===== src/rtl/fir_folded_mc.sv =====
// Multi-channel folded FIR with one shared MAC and coefficient bank; result valid N edges after accept.
// Backpressure: OUT holds the result until out_ready, and in_ready stays low while MAC or OUT is active.
module fir_folded_mc #(
    parameter int N    = 16,
    parameter int CH   = 2,
    parameter int DW   = 16,
    parameter int CW   = 16,
    parameter int FRAC = CW - 1
) (
    input  logic                                   clk,
    input  logic                                   rst_n,
    input  logic                                   coef_we,
    input  logic [$clog2(N)-1:0]                   coef_addr,
    input  logic [CW-1:0]                          coef_wdata,
    input  logic                                   flush,
    input  logic                                   in_valid,
    output logic                                   in_ready,
    input  logic [((CH > 1) ? $clog2(CH) : 1)-1:0] in_ch,
    input  logic [DW-1:0]                          in_data,
    output logic                                   out_valid,
    input  logic                                   out_ready,
    output logic [((CH > 1) ? $clog2(CH) : 1)-1:0] out_ch,
    output logic [DW-1:0]                          out_data,
    output logic                                   out_sat,
    output logic                                   busy
);
    localparam int KW  = $clog2(N);
    localparam int CHW = (CH > 1) ? $clog2(CH) : 1;
    localparam int AW  = DW + CW + KW;
    localparam int PW  = DW + CW;
    localparam logic signed [AW:0] RND  = (AW+1)'(1) <<< (FRAC - 1);
    localparam logic signed [AW:0] MAXV = {{(AW-DW+2){1'b0}}, {(DW-1){1'b1}}};
    localparam logic signed [AW:0] MINV = {{(AW-DW+2){1'b1}}, {(DW-1){1'b0}}};

    typedef enum logic [1:0] {S_IDLE, S_MAC, S_OUT} state_t;

    state_t                state, state_nx;
    logic signed [DW-1:0]  dly [CH][N];
    logic [KW-1:0]         wp [CH];
    logic signed [CW-1:0]  h [N];
    logic [CHW-1:0]        c;
    logic [KW-1:0]         rp;
    logic [KW-1:0]         k;
    logic signed [AW-1:0]  acc;

    logic                  accept;
    logic                  last;
    logic [CHW-1:0]        ch_sel;
    logic [KW-1:0]         wp_inc;
    logic signed [DW-1:0]  x_rd;
    logic signed [CW-1:0]  h_rd;
    logic signed [PW-1:0]  prod;
    logic signed [AW-1:0]  sum;
    logic signed [AW:0]    rnd_s;
    logic signed [AW:0]    r_s;
    logic                  sat_hi;
    logic                  sat_lo;
    logic [DW-1:0]         res;

    assign in_ready = (state == S_IDLE) && !flush;
    assign busy     = (state != S_IDLE);
    assign accept   = in_valid && in_ready;
    assign last     = (k == KW'(N - 1));
    assign ch_sel   = (CH > 1) ? in_ch : '0;
    assign wp_inc   = (wp[ch_sel] == KW'(N - 1)) ? '0 : wp[ch_sel] + 1'b1;

    // rp walks backwards from the newest sample, so tap k reads x[n-k]
    assign x_rd   = dly[c][rp];
    assign h_rd   = h[k];
    assign prod   = x_rd * h_rd;
    assign sum    = acc + AW'(prod);
    assign rnd_s  = {sum[AW-1], sum} + RND;
    assign r_s    = rnd_s >>> FRAC;
    assign sat_hi = (r_s > MAXV);
    assign sat_lo = (r_s < MINV);
    assign res    = sat_hi ? MAXV[DW-1:0] : (sat_lo ? MINV[DW-1:0] : r_s[DW-1:0]);

    always_ff @(posedge clk or negedge rst_n) begin
        if (!rst_n) state <= S_IDLE;
        else        state <= state_nx;
    end

    always_comb begin
        state_nx = state;
        case (state)
            S_IDLE:  if (accept)    state_nx = S_MAC;
            S_MAC:   if (last)      state_nx = S_OUT;
            S_OUT:   if (out_ready) state_nx = S_IDLE;
            default:                state_nx = S_IDLE;
        endcase
    end

    always_ff @(posedge clk or negedge rst_n) begin
        if (!rst_n) begin
            for (int i = 0; i < CH; i++) begin
                wp[i] <= '0;
                for (int j = 0; j < N; j++) dly[i][j] <= '0;
            end
            for (int j = 0; j < N; j++) h[j] <= '0;
            c         <= '0;
            rp        <= '0;
            k         <= '0;
            acc       <= '0;
            out_valid <= 1'b0;
            out_data  <= '0;
            out_ch    <= '0;
            out_sat   <= 1'b0;
        end else begin
            if (state == S_IDLE && coef_we) h[coef_addr] <= coef_wdata;
            case (state)
                S_IDLE: begin
                    if (flush) begin
                        for (int i = 0; i < CH; i++) begin
                            wp[i] <= '0;
                            for (int j = 0; j < N; j++) dly[i][j] <= '0;
                        end
                    end else if (accept) begin
                        dly[ch_sel][wp[ch_sel]] <= in_data;
                        wp[ch_sel] <= wp_inc;
                        c          <= ch_sel;
                        rp         <= wp[ch_sel];
                        acc        <= '0;
                        k          <= '0;
                    end
                end
                S_MAC: begin
                    acc <= sum;
                    k   <= k + 1'b1;
                    rp  <= (rp == '0) ? KW'(N - 1) : rp - 1'b1;
                    if (last) begin
                        out_data  <= res;
                        out_ch    <= c;
                        out_sat   <= sat_hi || sat_lo;
                        out_valid <= 1'b1;
                    end
                end
                S_OUT: begin
                    if (out_ready) out_valid <= 1'b0;
                end
                default: ;
            endcase
        end
    end
endmodule


===== config.mk =====
export PLATFORM = sky130hd
export DESIGN_NAME = fir_folded_mc
export DESIGN_NICKNAME = d
export VERILOG_FILES = /design/src/rtl/fir_folded_mc.sv
export SDC_FILE = /design/constraint.sdc
export NUM_CORES = 2
export LEC_CHECK = 0
export CAP_MARGIN = 15
export CELL_PAD_IN_SITES_DETAIL_PLACEMENT = 1
export CELL_PAD_IN_SITES_GLOBAL_PLACEMENT = 1
export CORE_MARGIN = 2
export CORE_UTILIZATION = 40
export DETAILED_ROUTE_END_ITERATION = 12
export GPL_ROUTABILITY_DRIVEN = 0
export HOLD_SLACK_MARGIN = 0.12
export PLACE_DENSITY_LB_ADDON = 0.1
export SETUP_SLACK_MARGIN = 0.4
export SLEW_MARGIN = 20
export SYNTH_ARGS = -nofsm -noshare
export SYNTH_HDL_FRONTEND = slang
export SYNTH_SLANG_ARGS = --single-unit

===== constraint.sdc =====
create_clock -name clk -period 28.1 [get_ports clk]
set_input_delay 5.62 -clock clk [delete_from_list [all_inputs] [get_ports clk]]
set_output_delay 5.62 -clock clk [all_outputs]
set_load 0.01 [all_outputs]

==> results.ini <==
[worst_setup_path]
critPathLaunchType=input port
crit_fanout=41
regToRegSetupSlack_ns=16.25
worstPathRequired_ns=22.48
cp-end-kind=output pin
path_class=in -> out
cp-startpoint=flush
reg2reg_depth=28
cp.arrival_ns=7.05
r2r_end=out_data[6]$_DFFE_PN0P_
reg2reg_from=c$_DFFE_PN0P_
cp-endpoint=in_ready

[die]
fp.dieH_um=356
core_area_sq_mm=0.123
io_pins=64
num_rows=129
die_w_um=356
initial_core_util_pct=40.2
fp.dieArea_sq_mm=0.127

[route]
via_count=33900
drt-vias-per-instance=5.53
wl_per_cell_um=24.5
drtIter0Drc=1941
drc_errors=0
ant_nets=0
drt-pass1-iter-count=4
wirelength_mm=150

[clocking]
htreeDepth=3
cts.path.max_buffers=3
cts_hold_buf=0
clk_pin_slew_worst_paths_ns=0.05
worstSkewPairLatency_ns=0.69
cts_sinks=842
root_buffer=clkbuf_16
cts_setup_buffers=0
cts-buffers-inserted=95
post_cts_resized=0
cts_tree=yes

[global_routing]
grt_max_degree=103
grtUsageTotal_pct=24.1
grt-ovfl-total=0
antenna_found_initial=7
grt_first_pass_wirelength_mm=233
grt_pass1_vias=36500

[synth]
async_reset_ff_share_pct=100
syn_area_sq_mm=0.0496
synth_top_area_share_pct=42.5
synth_edf_count=0
ys_types=83
synth_ff_type=dfrtp_1
syn-instance-count=4451
syn_avg_cell_area_sq_um=11.1
ys_warn_count=0
synth_commonest_cells=dfrtp_1 (842), nand2_1 (754), o21ai_0 (590), inv_1 (426), fa_1 (314)
yosysSeqAreaShare_pct=42.5
synth.most_common_cell=dfrtp_1
syn_nets=4923
synth-seq-cells=842
synth_largest_area_cell=dfrtp_1
ys_top_cells_by_area=dfrtp_1 (42%), fa_1 (13%), mux4_2 (11%), mux2_2 (6.2%), o21ai_0 (6.0%)

[timing]
slew_viol_final=0
rsz0062_at_grt=no
fin_skew_ns=0.0311
fin_crit_ns=12.67
hold_viol_final=0
maxSlewHeadroom_pct=25.2
period_share_pct=45.1
setup_viol=0
fmax_ghz=0.0790
setup_tns_ns=0
tightest_slew_ns=1.12

[power_and_ir_drop]
p_clk_share_pct=22.0
p_int_mw=3.28
irDropWorstVdd_v=0.0000687
seqPwrFrac_pct=27.5
p_per_area_mw_per_mm2=105
combPwrFrac_pct=50.5
p_switching_mw=2.50
leakage_nw=25.0
switching_share_pct=43.2

[placement]
io_buffers=63
place_hpwl_mm=99.3

[cells_and_area]
drive_above_1_share_pct=18.4
final_net_count=4876
n_fill_cell=13200
finish.utilization_pct=44.7
syn_to_final_growth_pct=11.3

[hold_path]
hp-class=reg -> reg

[outcome]
status=finished, final reports clean

[run]
drv_cap=0

placed cells by master, fill, tap and decap left out, types with 8 or more instances in the layout:
master	count
a21oi_1	44
a22o_1	9
and2_1	8
buf_4	79
clkbuf_1	28
clkbuf_16	96
clkbuf_8	23
clkdlybuf4s50_1	61
clkinv_2	16
dfrtp_1	836
fa_1	314
ha_1	115
inv_1	426
mux2_2	274
mux2i_1	17
mux4_2	232
nand2_1	746
nand2_2	8
nand2b_1	33
nand3_1	38
nand4_1	8
nor2_1	93
nor2b_1	95
nor3_1	18
o211ai_1	8
o21ai_0	584
o21ai_1	18
o21ai_2	28
o21bai_1	8
o311ai_1	14
or3_1	8
xnor2_1	27
xor2_1	16
registers in the layout (all words and copies together), names as in the netlist:
signal / cells
out_ch: 1
rp: 4
out_data: 16
dly: 512
wp: 8
out_valid: 1
h: 256
acc: 36
out_sat: 1
k: 4
c: 1
state: 2
layout make-up:
cell class	count	area, sq um	share of cell area (%)
Clock buffer	147	2820	5.12
Clock inverter	30	360	0.653
Sequential cell	842	21100	38.2
Multi-Input combinational cell	2895	26000	47.1
Timing Repair Buffer	143	1240	2.25
Tap cell	1637	2050	3.71
Inverter	427	1600	2.91
Antenna cell	5	12.5	0.0227
cells by family after synthesis:
logic type / Yosys count / synth area share [%]
AND/OR/NAND/NOR: 1106 / 9.64
adder cells (fa/ha/maj): 429 / 15.6
XOR/XNOR: 44 / 0.792
AO/OA/AOI/OAI: 788 / 8.82
flip-flops: 842 / 42.5
multiplexers: 528 / 17.2
buffers and inverters: 714 / 5.47
critical path, cell delays in order:
cell	delay, ns
buf_2	0.10
buf_4	0.31
nor2_1	0.40
clkdlybuf4s50_1	0.61
per-layer routing:
layer  GRT usage [%]  vias to the layer above  routed length [um]
met4            4.51                        6                2230
met5               0                        -                  35
met3            2.83                      158                4980
met2            38.9                      486               70800
met1            35.5                    18300               71900
li1                -                    14900                   -
power groups by stage:
| stage | Clock (mW) | Combinational, mW | Sequential (mW) |
|---|---|---|---|
| CTS | 1.31 | 2.95 | 1.59 |
| detailed placement | 0 | 2.94 | 1.61 |
| finish | 1.27 | 2.91 | 1.59 |
| global placement | 0 | 2.89 | 1.60 |
| floorplan | 0 | 2.06 | 1.52 |
| global route | 1.36 | 3.22 | 1.62 |
metrics by stage:
| step | std cells | power, mW | setup WS, ns | hold slack, ns | instance area [sq um] |
|---|---|---|---|---|---|
| 2_1_floorplan | 4451 | 3.58 | 16.58 | 0.445 | 49600 |
| 3_3_place_gp | 5944 | 4.49 | 15.46 | 0.456 | 52000 |
| 3_5_place_dp | 5944 | 4.55 | 15.42 | 0.466 | 52000 |
| 4_1_cts | 6121 | 5.84 | 15.42 | 0.480 | 55200 |
| 5_1_grt | 6121 | 6.19 | 15.34 | 0.500 | 55200 |
| 6_report | 6126 | 5.77 | 15.43 | 0.474 | 55200 |
how the worst min path moves through the flow:
stage	endpoint	cells past startpoint	from	slack (ns)
after global placement	dly[98]$_DFFE_PN0P_	2	dly[98]$_DFFE_PN0P_	0.46
after global routing	dly[459]$_DFFE_PN0P_	2	dly[459]$_DFFE_PN0P_	0.50
final	dly[448]$_DFFE_PN0P_	2	dly[448]$_DFFE_PN0P_	0.47
after detailed placement	dly[398]$_DFFE_PN0P_	2	dly[398]$_DFFE_PN0P_	0.47
after floorplan	dly[256]$_DFFE_PN0P_	2	dly[256]$_DFFE_PN0P_	0.44
after CTS	dly[453]$_DFFE_PN0P_	2	dly[453]$_DFFE_PN0P_	0.48
No activity file was read; power rests on OpenSTA's default activity.
